`config.mk`:
```
export PLATFORM = sky130hd
export DESIGN_NAME = mem_access_unit
export DESIGN_NICKNAME = d
export VERILOG_FILES = /design/src/rtl/mem_access_unit.sv
export SDC_FILE = /design/constraint.sdc
export NUM_CORES = 1
export LEC_CHECK = 0
export BUFFER_PORTS_ARGS = -buffer_cell sky130_fd_sc_hd__buf_4
export CAP_MARGIN = 30
export CORE_MARGIN = 5
export CORE_UTILIZATION = 44
export CTS_CLUSTER_SIZE = 12
export DETAILED_ROUTE_END_ITERATION = 10
export PLACE_DENSITY = 0.78
export SLEW_MARGIN = 10
export SYNTH_ARGS = -nofsm -noshare
export SYNTH_HDL_FRONTEND = slang
export SYNTH_SLANG_ARGS = --single-unit
export TNS_END_PERCENT = 50
```
`constraint.sdc`:
```
create_clock -name clk -period 5.75 [get_ports clk]
set_input_delay 1.15 -clock clk [delete_from_list [all_inputs] [get_ports clk]]
set_output_delay 1.15 -clock clk [all_outputs]
set_load 0.1 [all_outputs]
```
`src/rtl/mem_access_unit.sv`:
```
// Memory front end for the multicycle core. It turns the per-state memory
// strobes from the control FSM into one registered valid/ready bus
// transaction. It holds the instruction register (IR) and the memory data
// register (MDR), and asserts stall while an access is outstanding.
//
// state    | meaning
// ---------+--------------------------------------------------------------
// IDLE     | waiting for a strobe; an aligned address launches a request
// BUSY     | bus_req high, waiting for bus_ready or the timeout
// COMPLETE | one stall-free cycle so the control FSM advances
// FAULT    | sticky error (misaligned or timed out); only reset leaves it
module mem_access_unit #(
   parameter int unsigned TIMEOUT = 255
) (
   input  logic        clk,
   input  logic        reset,
   input  logic [31:0] pc,
   input  logic [31:0] alu_out,
   input  logic [31:0] write_data,
   input  logic        i_or_d,
   input  logic        ir_write,
   input  logic        mem_read,
   input  logic        mem_write,
   output logic        stall,
   output logic [31:0] instr,
   output logic [5:0]  opcode,
   output logic [5:0]  funct,
   output logic [31:0] mem_data,
   output logic        fault,
   output logic [31:0] fault_addr,
   output logic        bus_req,
   output logic        bus_we,
   output logic [31:0] bus_addr,
   output logic [31:0] bus_wdata,
   input  logic        bus_ready,
   input  logic [31:0] bus_rdata
);

   typedef enum logic [1:0] {
      ST_IDLE     = 2'd0,
      ST_BUSY     = 2'd1,
      ST_COMPLETE = 2'd2,
      ST_FAULT    = 2'd3
   } state_t;

   typedef enum logic [1:0] {
      K_FETCH = 2'd0,
      K_LOAD  = 2'd1,
      K_STORE = 2'd2
   } kind_t;

   // The wait timer counts down from TIMEOUT-1; expiry is the BUSY cycle
   // that finds it at zero with bus_ready still low.
   localparam logic [15:0] TMR_LOAD = 16'(TIMEOUT - 1);

   state_t      state_q;
   kind_t       kind_q;
   kind_t       kind_d;
   logic [15:0] tmr_q;
   logic [31:0] instr_q;
   logic [31:0] mem_data_q;
   logic        fault_q;
   logic [31:0] fault_addr_q;
   logic        bus_req_q;
   logic        bus_we_q;
   logic [31:0] bus_addr_q;
   logic [31:0] bus_wdata_q;

   logic        strobe;
   logic [31:0] addr_sel;

   assign strobe   = ir_write | mem_read | mem_write;
   assign addr_sel = i_or_d ? alu_out : pc;

   // Pick the single winning access when several strobes are high.
   always_comb begin
      kind_d = K_LOAD;
      if (mem_write)     kind_d = K_STORE;
      else if (ir_write) kind_d = K_FETCH;
   end

   // Access sequencer with registered bus outputs, IR and MDR.
   always_ff @(posedge clk or posedge reset) begin
      if (reset) begin
         state_q      <= ST_IDLE;
         kind_q       <= K_FETCH;
         tmr_q        <= '0;
         instr_q      <= '0;
         mem_data_q   <= '0;
         fault_q      <= 1'b0;
         fault_addr_q <= '0;
         bus_req_q    <= 1'b0;
         bus_we_q     <= 1'b0;
         bus_addr_q   <= '0;
         bus_wdata_q  <= '0;
      end else begin
         case (state_q)
            ST_IDLE: begin
               if (strobe) begin
                  if (addr_sel[1:0] == 2'b00) begin
                     state_q     <= ST_BUSY;
                     kind_q      <= kind_d;
                     tmr_q       <= TMR_LOAD;
                     bus_req_q   <= 1'b1;
                     bus_we_q    <= (kind_d == K_STORE);
                     bus_addr_q  <= addr_sel;
                     bus_wdata_q <= write_data;
                  end else begin
                     state_q      <= ST_FAULT;
                     fault_q      <= 1'b1;
                     fault_addr_q <= addr_sel;
                  end
               end
            end
            ST_BUSY: begin
               if (bus_ready) begin
                  case (kind_q)
                     K_FETCH: instr_q    <= bus_rdata;
                     K_LOAD:  mem_data_q <= bus_rdata;
                     default: ;
                  endcase
                  state_q     <= ST_COMPLETE;
                  bus_req_q   <= 1'b0;
                  bus_we_q    <= 1'b0;
                  bus_addr_q  <= '0;
                  bus_wdata_q <= '0;
               end else if (tmr_q == 16'd0) begin
                  state_q      <= ST_FAULT;
                  fault_q      <= 1'b1;
                  fault_addr_q <= bus_addr_q;
                  bus_req_q    <= 1'b0;
                  bus_we_q     <= 1'b0;
                  bus_addr_q   <= '0;
                  bus_wdata_q  <= '0;
               end else begin
                  tmr_q <= tmr_q - 16'd1;
               end
            end
            // The strobes seen here are the ones just serviced; drop them.
            ST_COMPLETE: state_q <= ST_IDLE;
            ST_FAULT:    state_q <= ST_FAULT;
            default:     state_q <= ST_IDLE;
         endcase
      end
   end

   // Stall as soon as a strobe appears so the control FSM never runs ahead.
   always_comb begin
      stall = 1'b0;
      case (state_q)
         ST_IDLE:  stall = strobe;
         ST_BUSY:  stall = 1'b1;
         ST_FAULT: stall = 1'b1;
         default:  stall = 1'b0;
      endcase
   end

   assign instr      = instr_q;
   assign opcode     = instr_q[31:26];
   assign funct      = instr_q[5:0];
   assign mem_data   = mem_data_q;
   assign fault      = fault_q;
   assign fault_addr = fault_addr_q;
   assign bus_req    = bus_req_q;
   assign bus_we     = bus_we_q;
   assign bus_addr   = bus_addr_q;
   assign bus_wdata  = bus_wdata_q;

endmodule

```
==> metrics.cfg, run 1 <==
[status]
run_status=complete, no violations

[worst_setup_path]
worstSetupStartpointType=input pin
worstSetupPathType=input pin to output port
cp.arrival_ps=2250
path_common_cell=buf_4
required_ps=4600
path_buf_inv=2
critPathTopFamily=simple AND/OR/NAND/NOR gates
crit_path_top_delay_cell=nor3_1
path_cells=buf_4, nor3_1, nor2_1, or2_2, buf_4
end_kind=output port
crit_fanout=3
max_stage_delay_ps=340

[clocking]
cts_hold_buf=0
numCtsBuffers=17
htreeDepth=4
clockRootBuffer=clkbuf_16
cts.repair.resized=0
cts_sinks=183
cts.clk_slew.worst_paths_ps=70
cts_setup_buffers=0
cts_buffer_depth=2
clock_latency_ps=420
cts_tree=yes

[sta]
rsz0062_at_grt=false
fmaxAchievable_mhz=293.8
post-route-period-util_pct=59.20
skew_ps=9.561
final-max-slew-violation-count=0
slew_headroom_pct=24.98
finalSetupViolations=0
whs_ps=484.0
period_minus_slack_ps=3404
tightest_slew_ps=1125
fin_setup_tns_ps=0
hold_violations=0

[yosys]
synth_mux_area_share_pct=13.90
synth-xor-area-share_pct=0
netlist_instances=679
synth_cell_types=44
synth_fa_ha_area_share_pct=0.1605
synth_fp_nets=815
ys_seq_area_share_pct=58.73
avgSynthCellArea_um2=11.48
ys_warn_count=0
ys.flop_type=dfrtp_1
synth_edf_count=0
synth_top_family_by_area=multiplexers
synth_async_sr_flop_share_pct=100.0
syn_area_um2=7797
synth-compound-area-share_pct=13.35
synth_seq_cells=183
yosys.area_share.simple_pct=10.16

[route]
drt-total-wl_um=21580
drtIter0Drc=350
dr_total_vias=6341
ant_nets=0
dr.pass1.iters=4
viasPerCell=5.275
drcViolationCount=0
routedWlPerCell_um=17.95

[placed_design]
routabilityCongestion=0.8712
dpl-instance-area_um2=10240
io_buffers=310
hpwl_um=15840

[grt]
track_usage_pct=20.78
grt_max_degree=184
grt-ovfl-total=0
grt_pass1_vias=6304
grt_first_pass_wirelength_um=33730
antenna_found_initial=0

[floorplan]
die_x_um=143.1
die_h_um=143.1
rows=48
die_area_um2=20480
core_area_um2=17360
start_util_pct=44.93
ioPinCount=311

[final_layout]
drive_gt1_share_pct=44.11
fin_area_um2=10830
diodes=0
syn_to_final_growth_pct=38.83
nets=1100
layout_commonest_cell=buf_4
final_cell_mix=buf_4, dfrtp_1, nand2_1

[hold_path]
hp-class=flop to flop

[flow_run]
drv_cap=0

## worst paths after layout
kind / startpoint / to / slack, ps / cells after the start
max in group asynchronous: reset / fault_addr[6] / 3930 / 3
worst min register to register: bus_we / bus_we / 480 / 2
min in group asynchronous: reset / mem_data[15] / 900 / 3
worst min-delay path: bus_we / bus_we / 480 / 2
worst max register to register: tmr_q[0] / fault_addr[13] / 2960 / 8
worst max-delay path: mem_read / stall / 2350 / 5
## layout make-up
class	count	area, um2
flip-flops and latches	183	4579
well taps	225	281.5
fillers	1399	6531
repair buffers	318	2407
clock inverters	15	156.4
clock buffers	17	425.4
multi-input cells	441	2960
inverters	3	15.01
## cells in the mapped netlist (all sizes together), types with 4 or more instances
| cell | instances | area (um2) |
|---|---|---|
| a22o | 33 | 289.0 |
| and2 | 5 | 31.28 |
| buf | 37 | 221.5 |
| mux2i | 34 | 340.3 |
| nand3 | 4 | 20.02 |
| a211oi | 6 | 50.05 |
| a21oi | 38 | 190.2 |
| nor4 | 8 | 65.06 |
| o21ai | 74 | 370.4 |
| nor2 | 45 | 168.9 |
| nand2 | 80 | 300.3 |
| mux2 | 66 | 743.2 |
| clkbuf | 15 | 56.30 |
| or4 | 4 | 37.53 |
| nor3 | 11 | 55.05 |
| dfrtp | 183 | 4579 |
## cells by family after synthesis
logic type / count (synthesis)
buffers and inverters: 55
AOI/OAI and AO/OA: 167
muxes: 100
DFF: 183
and+or+nand+nor: 173
adders and majority gates: 1
## state kept, by name, summed over array words and instances (netlist names)
name        flops
state_q         2
fault           1
mem_data       32
bus_we          1
tmr_q          16
bus_addr       32
instr          32
fault_addr     32
bus_wdata      32
bus_req         1
kind_q          2
## through the flow
step / cells / util, % / worst slack (ps)
2_1_floorplan: 679 / - / 2249
3_3_place_gp: 1169 / 58.93 / 1989
3_5_place_dp: 1170 / 59.02 / 2064
4_1_cts: 1202 / 62.37 / 2310
5_1_grt: 1202 / 62.37 / 2262
6_report: 1202 / 62.37 / 2346
## layer usage
layer	wire length, um	up-vias	share of wire, %	GRT usage (%)
met5	0	-	0	0
met4	267	0	1.2	5.203
met3	2380	19	11	7.368
met2	10350	309	48	33.85
met1	8577	3035	40	26.67
li1	-	2978	-	-
## worst reg2reg max path: stages, from the launching register on
cell       delay, ps
dfrtp_1          410
inv_1            100
ha_1             190
or3b_1           500
nor4_4           430
o2bb2ai_4        460
buf_4            430
nor2_1            70
a21oi_1          120
Power of run 1 is left out: the tool's default activity adds up to more than one toggle a clock period on the data nets, which glitch-free logic cannot reach.
==> inputs of run 2 (changes only) <==
==> constraint.sdc (replaced) <==
create_clock -name clk -period 2.9 [get_ports clk]
set_input_delay 0.58 -clock clk [delete_from_list [all_inputs] [get_ports clk]]
set_output_delay 0.58 -clock clk [all_outputs]
set_load 0.1 [all_outputs]
==> metrics.cfg, run 2 (synthesis gave the netlist of run 1 again) <==
[status]
run_status=complete, no violations

[worst_setup_path]
cp.arrival_ps=2850
worstSetupPathType=flop to flop
crit_fanout=41
crit_path_top_delay_cell=or3b_1
required_ps=3240
max_stage_delay_ps=490
path_cells=inv_1, ha_1, or3b_1, nor4_4, o2bb2ai_4, buf_12, nor2_1, a21oi_1
end_kind=flop
worstSetupStartpointType=flop

[route]
viasPerCell=5.252
drcViolationCount=0
dr.pass1.iters=5
dr_total_vias=6344
drt-total-wl_um=21860
ant_nets=0
routedWlPerCell_um=18.09
drtIter0Drc=262

[sta]
tightest_slew_ps=755.7
hold_violations=0
rsz0062_at_grt=false
finalSetupViolations=0
skew_ps=10.86
post-route-period-util_pct=86.77
whs_ps=167.0
final-max-slew-violation-count=0
period_minus_slack_ps=2516
fmaxAchievable_mhz=397.4
slew_headroom_pct=49.16

[final_layout]
syn_to_final_growth_pct=40.10
final_cell_mix=buf_4, dfrtp_1, nand2_1
layout_commonest_cell=buf_4
n_fill_cell=1438
drive_gt1_share_pct=44.35
diodes=0
nets=1107
fin_area_um2=10920

[clocking]
cts_setup_buffers=0
htreeDepth=4
clock_latency_ps=420
cts_sinks=183
cts_tree=yes
cts_hold_buf=0
cts_buffer_depth=2
clockRootBuffer=clkbuf_16
cts.repair.resized=0
cts.clk_slew.worst_paths_ps=70
numCtsBuffers=17

[grt]
grt_util_met2_pct=34.69
met1_usage_pct=25.42
grt_max_degree=108
track_usage_pct=20.90
grt_first_pass_wirelength_um=33500
antenna_found_initial=0
grt-ovfl-total=0
grt_pass1_vias=6288
top_usage_layer=met2
met3_usage_pct=8.272

[flow_run]
drv_cap=0

[floorplan]
die_area_um2=20480
core_area_um2=17360
start_util_pct=44.93
rows=48
die_x_um=143.1
ioPinCount=311
die_h_um=143.1

[placed_design]
routabilityCongestion=0.8820
dpl-instance-area_um2=10330
io_buffers=310
hpwl_um=16430

[hold_path]
hp-class=input pin to async pin

-- run 2: cell type report --
class | instances | area [um2] | area share, %
inverter | 3 | 15.01 | 0.1374
clock buffer | 18 | 429.2 | 3.929
timing repair buffer | 325 | 2490 | 22.79
clock inverter | 13 | 168.9 | 1.546
tap | 225 | 281.5 | 2.577
multi-input combinational | 441 | 2960 | 27.10
sequential | 183 | 4579 | 41.92
-- run 2: metrics by stage --
step           util, %  cells  worst slack (ps)  TNS [ps]
3_3_place_gp     59.49   1177             460.9         0
4_1_cts          62.94   1208             381.2         0
2_1_floorplan        -    679            -30.55     -5591
5_1_grt          62.94   1208             225.5         0
3_5_place_dp     59.49   1177             385.2         0
6_report         62.94   1208             383.7         0
-- run 2: path summary, 6_finish.rpt --
path	start	end	slack [ps]	cells after the start
min in group clk	write_data[13]	bus_wdata[13]	380	2
hold / removal	reset	tmr_q[6]	170	2
setup / recovery	tmr_q[0]	fault_addr[16]	380	8
hold reg to reg	fault	fault	480	1
setup reg to reg	tmr_q[0]	fault_addr[16]	380	8
max in group asynchronous	reset	instr[29]	1850	3
-- run 2: critical path: cells and delay by family, from the launching register on --
kind,cells,cell delay [ps]
AO/OA/AOI/OAI,2,500
adder cells (fa/ha/maj),1,180
buffers and inverters,2,380
flip-flops,1,410
AND/OR/NAND/NOR,3,960
-- run 2: metal layers --
layer | wire length (um) | vias up
li1 | - | 2993
met1 | 8456 | 3059
met2 | 10600 | 271
met3 | 2456 | 21
met4 | 344 | 0
met5 | 0 | -
Power of run 2 is left out for the same reason.
